**config.mk**
```make
export PLATFORM = sky130hd
export DESIGN_NAME = param_priority_arbiter_flat
export DESIGN_NICKNAME = d
export VERILOG_FILES = /design/src/rtl/param_priority_arbiter_pkg.sv /design/src/rtl/param_priority_arbiter_if.sv /design/src/rtl/param_priority_arbiter_pick.sv /design/src/rtl/param_priority_arbiter.sv /design/src/flat_wrapper.sv
export SDC_FILE = /design/constraint.sdc
export NUM_CORES = 1
export LEC_CHECK = 0
export ABC_AREA = 1
export CAP_MARGIN = 20
export CORE_MARGIN = 10
export CORE_UTILIZATION = 54
export CTS_CLUSTER_SIZE = 8
export DETAILED_ROUTE_END_ITERATION = 10
export GPL_TIMING_DRIVEN = 0
export PLACE_DENSITY = 0.79
export SLEW_MARGIN = 20
export SYNTH_ARGS = -nofsm -noshare
export SYNTH_HDL_FRONTEND = slang
export SYNTH_HIERARCHICAL = 1
export SYNTH_SLANG_ARGS = --single-unit
```
**constraint.sdc**
```tcl
create_clock -name clk -period 5.1 [get_ports clk]
set_input_delay 0.51 -clock clk [delete_from_list [all_inputs] [get_ports clk]]
set_output_delay 0.51 -clock clk [all_outputs]
set_load 0.01 [all_outputs]
```
**src/rtl/param_priority_arbiter_pkg.sv**
```systemverilog
// Shared types for the parameterised priority arbiter.
package arb_pkg;

  typedef enum logic {ARB_FIXED, ARB_RR} arb_mode_e;
  typedef enum logic {ARB_IDLE, ARB_GRANT} arb_state_e;

endpackage

```
**src/rtl/param_priority_arbiter_if.sv**
```systemverilog
// Request/grant bundle between requesters (master) and the arbiter (slave).
interface param_priority_arbiter_if #(parameter int N = 4);
  import arb_pkg::*;

  localparam int IDX_W = $clog2(N);

  arb_mode_e        MODE;
  logic [N-1:0]     REQ;
  logic [N-1:0]     GNT;
  logic             GNT_VALID;
  logic [IDX_W-1:0] GNT_IDX;

  modport master (output MODE, REQ, input GNT, GNT_VALID, GNT_IDX);
  modport slave  (input MODE, REQ, output GNT, GNT_VALID, GNT_IDX);

endinterface

```
**src/rtl/param_priority_arbiter_pick.sv**
```systemverilog
// Combinational winner selection: rotate by pointer, pick highest, un-rotate.
module arb_pick
  import arb_pkg::*;
#(
  parameter int N     = 4,
  parameter int IDX_W = $clog2(N)
) (
  input  logic [N-1:0]     req_i,
  input  arb_mode_e        mode_i,
  input  logic [IDX_W-1:0] ptr_i,
  output logic             win_valid_o,
  output logic [IDX_W-1:0] win_idx_o
);

  localparam int             SW = IDX_W + 1;
  localparam logic [SW-1:0]  NN = SW'(N);

  logic [N-1:0]  rot;
  logic [SW-1:0] base, src, hi, sum;

  // rot[k] = req[(k + base) mod N]; top of rot is ptr-1, bottom is ptr itself.
  always_comb begin
    rot  = '0;
    hi   = '0;
    src  = '0;
    base = (mode_i == ARB_RR) ? {1'b0, ptr_i} : '0;
    for (int k = 0; k < N; k++) begin
      src = SW'(k) + base;
      if (src >= NN) src = src - NN;
      rot[k] = req_i[src[IDX_W-1:0]];
    end
    for (int k = 0; k < N; k++) begin
      if (rot[k]) hi = SW'(k);
    end
    sum = hi + base;
    if (sum >= NN) sum = sum - NN;
    win_valid_o = |rot;
    win_idx_o   = sum[IDX_W-1:0];
  end

endmodule

```
**src/rtl/param_priority_arbiter.sv**
```systemverilog
// N-way arbiter with fixed/round-robin modes, grant hold and hold-limit re-arbitration.
module param_priority_arbiter
  import arb_pkg::*;
#(
  parameter int N        = 4,
  parameter int MAX_HOLD = 8
) (
  input  logic                    clk,
  input  logic                    reset_n,
  param_priority_arbiter_if.slave bus
);

  localparam int IDX_W = $clog2(N);
  localparam int HC_W  = (MAX_HOLD > 0) ? $clog2(MAX_HOLD + 1) : 1;
  localparam logic [HC_W-1:0] HOLD_LAST = HC_W'((MAX_HOLD > 0) ? MAX_HOLD - 1 : 0);

  arb_state_e       state_q, state_d;
  logic [HC_W-1:0]  hold_cnt_q, hold_cnt_d;
  logic [IDX_W-1:0] rr_ptr_q, rr_ptr_d;
  logic [N-1:0]     gnt_q, gnt_d;
  logic [IDX_W-1:0] gnt_idx_q, gnt_idx_d;
  logic             gnt_vld_q, gnt_vld_d;

  logic             win_vld;
  logic [IDX_W-1:0] win_idx;
  logic             arb_pt;

  arb_pick #(.N(N), .IDX_W(IDX_W)) u_pick (
    .req_i       (bus.REQ),
    .mode_i      (bus.MODE),
    .ptr_i       (rr_ptr_q),
    .win_valid_o (win_vld),
    .win_idx_o   (win_idx)
  );

  always_comb begin
    state_d    = state_q;
    hold_cnt_d = hold_cnt_q;
    rr_ptr_d   = rr_ptr_q;
    gnt_d      = gnt_q;
    gnt_idx_d  = gnt_idx_q;
    gnt_vld_d  = gnt_vld_q;

    arb_pt = (state_q == ARB_IDLE) || !bus.REQ[gnt_idx_q] ||
             ((MAX_HOLD != 0) && (hold_cnt_q == HOLD_LAST));

    if (arb_pt) begin
      hold_cnt_d = '0;
      if (win_vld) begin
        state_d   = ARB_GRANT;
        rr_ptr_d  = win_idx;
        gnt_d     = N'(1) << win_idx;
        gnt_idx_d = win_idx;
        gnt_vld_d = 1'b1;
      end else begin
        state_d   = ARB_IDLE;
        gnt_d     = '0;
        gnt_idx_d = '0;
        gnt_vld_d = 1'b0;
      end
    end else if (MAX_HOLD != 0) begin
      // Unlimited tenure leaves the counter parked at zero.
      hold_cnt_d = hold_cnt_q + 1'b1;
    end
  end

  always_ff @(posedge clk or negedge reset_n) begin
    if (!reset_n) begin
      state_q    <= ARB_IDLE;
      hold_cnt_q <= '0;
      rr_ptr_q   <= '0;
      gnt_q      <= '0;
      gnt_idx_q  <= '0;
      gnt_vld_q  <= 1'b0;
    end else begin
      state_q    <= state_d;
      hold_cnt_q <= hold_cnt_d;
      rr_ptr_q   <= rr_ptr_d;
      gnt_q      <= gnt_d;
      gnt_idx_q  <= gnt_idx_d;
      gnt_vld_q  <= gnt_vld_d;
    end
  end

  assign bus.GNT       = gnt_q;
  assign bus.GNT_IDX   = gnt_idx_q;
  assign bus.GNT_VALID = gnt_vld_q;

endmodule

```
**src/flat_wrapper.sv**
```systemverilog
// flat-port wrapper written by rule: the top's interface ports become plain ports
module param_priority_arbiter_flat import arb_pkg::*;
#(
  parameter int N        = 4,
  parameter int MAX_HOLD = 8
)
  (clk, reset_n, bus_MODE, bus_REQ, bus_GNT, bus_GNT_VALID, bus_GNT_IDX);
  param_priority_arbiter_if #(.N(N)) bus_i ();
  input  logic clk;
  input  logic reset_n;
  input wire logic [$bits(bus_i.MODE)-1:0] bus_MODE;
  input wire logic [$bits(bus_i.REQ)-1:0] bus_REQ;
  output wire logic [$bits(bus_i.GNT)-1:0] bus_GNT;
  output wire logic [$bits(bus_i.GNT_VALID)-1:0] bus_GNT_VALID;
  output wire logic [$bits(bus_i.GNT_IDX)-1:0] bus_GNT_IDX;
  assign bus_i.MODE = bus_MODE;
  assign bus_i.REQ = bus_REQ;
  assign bus_GNT = bus_i.GNT;
  assign bus_GNT_VALID = bus_i.GNT_VALID;
  assign bus_GNT_IDX = bus_i.GNT_IDX;
  param_priority_arbiter #(.N(N), .MAX_HOLD(MAX_HOLD)) u_core (.clk(clk), .reset_n(reset_n), .bus(bus_i));
endmodule
```
* Yosys cells after proc, flatten, opt, wreduce, memory -nomap -nowiden
Cells that the tools add are included.
Cells by class: reductions and logical operators 5, order comparisons 10, mux-type cells 23, bitwise logic cells 1, shift-type cells 1, eq/ne operators 1, add/subtract/negate cells 10
Operators with widths (number):
- less-than comparator 2 x 3 -> 1 bit, second input constant | 5
- two-way mux 2 bit | 7
- >= comparator 3 bit, second input constant | 4
- binary-select mux 1 bit (select 2 bit) | 5
- subtractor 2 x 1 -> 2 bit, second input constant | 5
- two-way mux 4 bit | 2
- two-way mux 1 bit | 7
- adder 2 x 2 -> 3 bit, first input constant | 2
- two-way mux 3 bit | 2
- adder 4 x 1 -> 4 bit, second input constant | 1
- == test 4 x 3 -> 1 bit, second input constant | 1
- OR reduction 4 bit | 1
- << shifter 1 x 2 -> 4 bit, first input constant | 1
- adder 1 x 2 -> 3 bit, first input constant | 1
- adder 3 x 2 -> 3 bit | 1
- >= comparator 2 x 3 -> 1 bit, second input constant | 1
- logical OR 1 bit | 2
- AND reduction 2 bit | 1
- logical NOT 1 bit | 1
- NOT 1 bit | 1
Storage, ports and cells: register bits after elaboration 13, input bits 7, logic and storage cells 56

* Logic depth before layout (Yosys ltp)
depth after elaboration 14, depth in mapped cells 16, gate-level depth less buffers 15

* By module
The synthesis kept the hierarchy.
Modules (own cells, without submodules):
- param_priority_arbiter | times used 1, cells an instance 73, area each 625.6 um^2
- arb_pick | times used 1, cells an instance 60, area each 274.0 um^2

* Worst setup path after synthesis
No wires, ideal clock.
path kind input to register, from input bus_MODE, to register u_core.gnt_q[3], in the netlist u_core/bus.GNT[3], cell stages on the path 12, arrival 1642 ps, path slack 3393 ps, path buffers 1, required time 5035 ps, cell sequence buf_4 nand3_1 nand3b_2 nand2_2 nand2_1 nand2_1 nor2_1 nor2_1 inv_1 nor3_1 nand2_1 nand2_1
On the way: cells in the longest elaborated chain, start to end 14
Ends and longest elaborated chain:
- start, declared | RTL line flat_wrapper.sv:11 | input wire logic [$bits(bus_i.MODE)-1:0] bus_MODE;
- two-way mux 2 bit * | RTL line param_priority_arbiter_pick.sv:26 | base = (mode_i == ARB_RR) ? {1'b0, ptr_i} : '0;
- adder 1 x 2 -> 3 bit | RTL line param_priority_arbiter_pick.sv:28 | src = SW'(k) + base;
- >= comparator 3 bit / subtractor 2 x 1 -> 2 bit (equally long branches) | RTL line param_priority_arbiter_pick.sv:29 | if (src >= NN) src = src - NN;
- two-way mux 2 bit | RTL line param_priority_arbiter_pick.sv:29
- binary-select mux 1 bit (select 2 bit) | RTL line param_priority_arbiter_pick.sv:30 | rot[k] = req_i[src[IDX_W-1:0]];
- two-way mux 1 bit (implied by the code) | RTL line param_priority_arbiter_pick.sv:30
- two-way mux 1 bit | RTL line param_priority_arbiter_pick.sv:33 | if (rot[k]) hi = SW'(k);
- two-way mux 3 bit (2 in a row) | RTL line param_priority_arbiter_pick.sv:33
- adder 3 x 2 -> 3 bit * | RTL line param_priority_arbiter_pick.sv:35 | sum = hi + base;
- >= comparator 3 bit / subtractor 2 x 1 -> 2 bit (equally long branches) | RTL line param_priority_arbiter_pick.sv:36 | if (sum >= NN) sum = sum - NN;
- two-way mux 2 bit * | RTL line param_priority_arbiter_pick.sv:36
- via u_core.win_idx[0] | RTL line param_priority_arbiter.sv:25 | logic [IDX_W-1:0] win_idx;
- << shifter 1 x 2 -> 4 bit * | RTL line param_priority_arbiter.sv:52 | gnt_d = N'(1) << win_idx;
- two-way mux 4 bit * | RTL line param_priority_arbiter.sv:49 | if (win_vld) begin
- end signal, assigned | RTL line param_priority_arbiter.sv:79 | gnt_q <= gnt_d;
- end, declared | RTL line param_priority_arbiter.sv:20 | logic [N-1:0] gnt_q, gnt_d;
The timed path passes the listed nets; every way through them passes the cells marked *. The select of a mux whose other input is x is not followed. A chain may end at the register's enable or synchronous reset.

* Final worst setup path
from input bus_MODE, to register u_core.gnt_q[1], in the netlist u_core/bus.GNT[1]
Same word-level chain as after synthesis.

==> impl_metrics.csv <==
group,metric,value,unit
floorplan,num_rows,14,
worst_setup_path,cp-end-kind,"flop",
detailed_routing,viasPerCell,5.21,
worst_setup_path,r2r_cells,14,
timing,hold_viol,0,
detailed_routing,wl_per_cell,11.7,microns
cells_and_area,final_area,1080,sq um
detailed_routing,first_iter_violations,17,
worst_setup_path,crit-reg2reg-launch,"u_core/rr_ptr_q[0]$_DFFE_PN0P_",
synthesis,synth_compound_area_share,1.53,%
worst_setup_path,worstPathMaxFanout,10,
synthesis,syn_nets,141,
timing,slew_violations,0,
placed_design,gp_congestion,0.824,
clock_network,insertion_delay,260,ps
synthesis,syn_inst,133,
timing,setup_tns,0,ps
timing,slew_headroom,61.5,%
grt,grt_pass1_wl,3.31,mm
pwr,ir_drop,0.366,mV
timing,rsz0062_at_grt,"no",
worst_setup_path,cp.arrival,2420,ps
placed_design,dp_hpwl,1.54,mm
cells_and_area,post_route_cells_drive_above_1_share,12.0,%
floorplan,die_width,60.8,microns
synthesis,synth_cell_types,20,
synthesis,synth-xor-area-share,0.974,%
grt,grt_max_degree,14,
worst_setup_path,startpoint_type,"primary input",
timing,post-route-min-period,2210,ps
synthesis,yosysWarnings,6,
pwr,powerDensity,564,nW/um^2
clock_network,hold_buffers,0,
clock_network,cts_tree,"built",
synthesis,ys_ff_latch,13,
synthesis,ys_seq_area_share,36.2,%
detailed_routing,num_vias,865,
hold_path,worstHoldPathType,"flop to flop",
cells_and_area,area_growth,19.6,%
clock_network,clk_pin_slew,80,ps
floorplan,pin_count,14,
timing,holdWs,465,ps
cells_and_area,fin_nets,159,
worst_setup_path,rr_endpoint,"u_core/bus.GNT[1]$_DFFE_PN0P_",
clock_network,postCtsSetupBuffers,0,
cells_and_area,fin_util,69.8,%
outcome,status,"finished, final reports clean",
cells_and_area,layout.cells.non_filler,166,
grt,grt_use_total,11.3,%
placed_design,dp_cells,162,
worst_setup_path,crit_required,5300,ps
floorplan,die-area,3700,sq um
floorplan,core_area,1540,sq um
clock_network,clockRootBuffer,"clkbuf_4",
cells_and_area,n_antenna_cell,0,
detailed_routing,antenna_left,0,
worst_setup_path,crit_path_start,"bus_MODE",
synthesis,synth_top_family_by_area,"simple AND/OR/NAND/NOR gates",
timing,min_period_over_period,43.4,%
floorplan,initial_core_util,58.4,%
synthesis,synth_area_per_cell,6.76,sq um
synthesis,synth_adder_area_share,1.39,%
timing,worst_pin_slew,575,ps
clock_network,cts_num_sinks,13,
clock_network,cts_buffers,3,
pwr,leakagePower,0.631,nW
worst_setup_path,crit_end,"u_core/bus.GNT[1]$_DFFE_PN0P_",
clock_network,cts_resized,0,
detailed_routing,drc,0,
grt,grt_pass1_vias,850,
floorplan,die_h,60.8,microns
detailed_routing,first_pass_iters,5,
grt,grt.overflow.total,0,
clock_network,h-tree-depth,1,
grt,antenna_found_initial,0,
worst_setup_path,r2r_slack,3150,ps
clock_network,clk_path_buf_depth,2,
synthesis,synth.area.mux_share,0,%
timing,skew,3.63,ps
timing,setup_violations,0,
detailed_routing,routed_wirelength,1.95,mm
synthesis,synthSimpleGateAreaFrac,49.5,%
placed_design,place_area,1050,sq um
synthesis,mappedNetlistArea,900,sq um
placed_design,portBuffers,13,
worst_setup_path,path_class,"primary input to flop",
job,maxCapViolCount,0,
timing,max_freq,452,MHz
-- metal layers --
layer | wire, microns | part of all wire, % | track usage (%) | up-vias
met5 | 0 | 0 | 0 | -
met4 | 19 | 0.98 | 5.02 | 0
met3 | 128 | 6.6 | 3.97 | 4
met2 | 994 | 51 | 20.2 | 19
met1 | 803 | 41 | 11.4 | 390
li1 | - | - | - | 452
-- cells in the mapped netlist --
cell	instances	area [sq um]
xor2_1	1	8.76
nor3_1	4	20.0
nor2_2	1	6.26
nand3_2	3	30.0
nand3b_2	1	11.3
nor2_1	6	22.5
nand2_1	54	203
dfrtp_1	13	325
inv_2	1	3.75
nand2_2	4	25.0
nor3_2	1	10.0
nand3_1	20	100
nand4_1	1	6.26
ha_1	1	12.5
nor2_4	1	11.3
a211o_1	1	8.76
buf_6	2	22.5
buf_4	1	7.51
a21oi_1	1	5.00
inv_1	16	60.1
-- logic make-up (layout without fill, tap and decap cells) --
group	Yosys count	count (layout)
AOI/OAI and AO/OA	2	2
xor gates and xnor gates	1	1
adders and majority gates	1	1
buffers and inverters	20	37
DFF	13	13
and+or+nand+nor	96	96
-- layout make-up --
cell class                      count  area (sq um)
Multi-Input combinational cell    100           480
Fill cell                         144           465
Sequential cell                    13           325
Timing Repair Buffer               13           130
Inverter                           17          63.8
Buffer                              3          30.0
Clock buffer                        4          26.3
Tap cell                           16          20.0
-- how the worst min path moves through the flow --
stage / end / startpoint / depth (start not counted) / slack, ps
4_1_cts: u_core/hold_cnt_q[0]$_DFF_PN0_ / u_core/hold_cnt_q[0]$_DFF_PN0_ / 1 / 470
5_1_grt: u_core/hold_cnt_q[0]$_DFF_PN0_ / u_core/hold_cnt_q[0]$_DFF_PN0_ / 1 / 500
2_1_floorplan: u_core/bus.GNT[0]$_DFFE_PN0P_ / reset_n / 0 / 210
6_report: u_core/hold_cnt_q[0]$_DFF_PN0_ / u_core/hold_cnt_q[0]$_DFF_PN0_ / 1 / 470
3_5_place_dp: u_core/hold_cnt_q[0]$_DFF_PN0_ / u_core/hold_cnt_q[0]$_DFF_PN0_ / 1 / 460
3_3_place_gp: u_core/hold_cnt_q[0]$_DFF_PN0_ / u_core/hold_cnt_q[0]$_DFF_PN0_ / 1 / 440
-- where the power goes --
part | switching, mW | internal [mW]
Combinational | 0.219 | 0.151
Clock | 0.0304 | 0.0302
Sequential | 0.0331 | 0.143
-- metrics by stage --
step	setup WS, ps	power [mW]
floorplan	3390	0.446
global placement	2670	0.536
detailed placement	2620	0.552
CTS	2890	0.614
global route	2660	0.675
finish	2890	0.607
-- worst max-delay path: stages --
cell	delay, ps
clkdlybuf4s50_1	510
buf_4	180
nand3_1	80
nand2_1	90
nand2_1	50
nand2_1	80
nand2_1	70
nand2_1	70
nor2_1	40
nor2_1	290
inv_1	110
nor3_1	180
nand2_1	80
nand2_1	60
-- registers in the layout, summed over array words and instances (netlist names) --
register	cells
u_core/bus.GNT	4
u_core/hold_cnt_q	4
u_core/bus.GNT_IDX	2
u_core/rr_ptr_q	2
u_core/state_q	1
-- layout by cell type, fill, tap and decap left out --
cell type,n
nand2_1,54
nand3_1,20
inv_1,16
clkdlybuf4s50_1,13
dfrtp_1,13
nor2_1,6
nand2_2,4
nor3_1,4
clkbuf_4,3
nand3_2,3
buf_6,2
clkbuf_1,1
nor2_2,1
nor2_4,1
nor3_2,1
xor2_1,1
ha_1,1
buf_4,1
nand3b_2,1
a21oi_1,1
nand4_1,1
a211o_1,1
inv_2,1
Power figures use the tool's default switching activity.
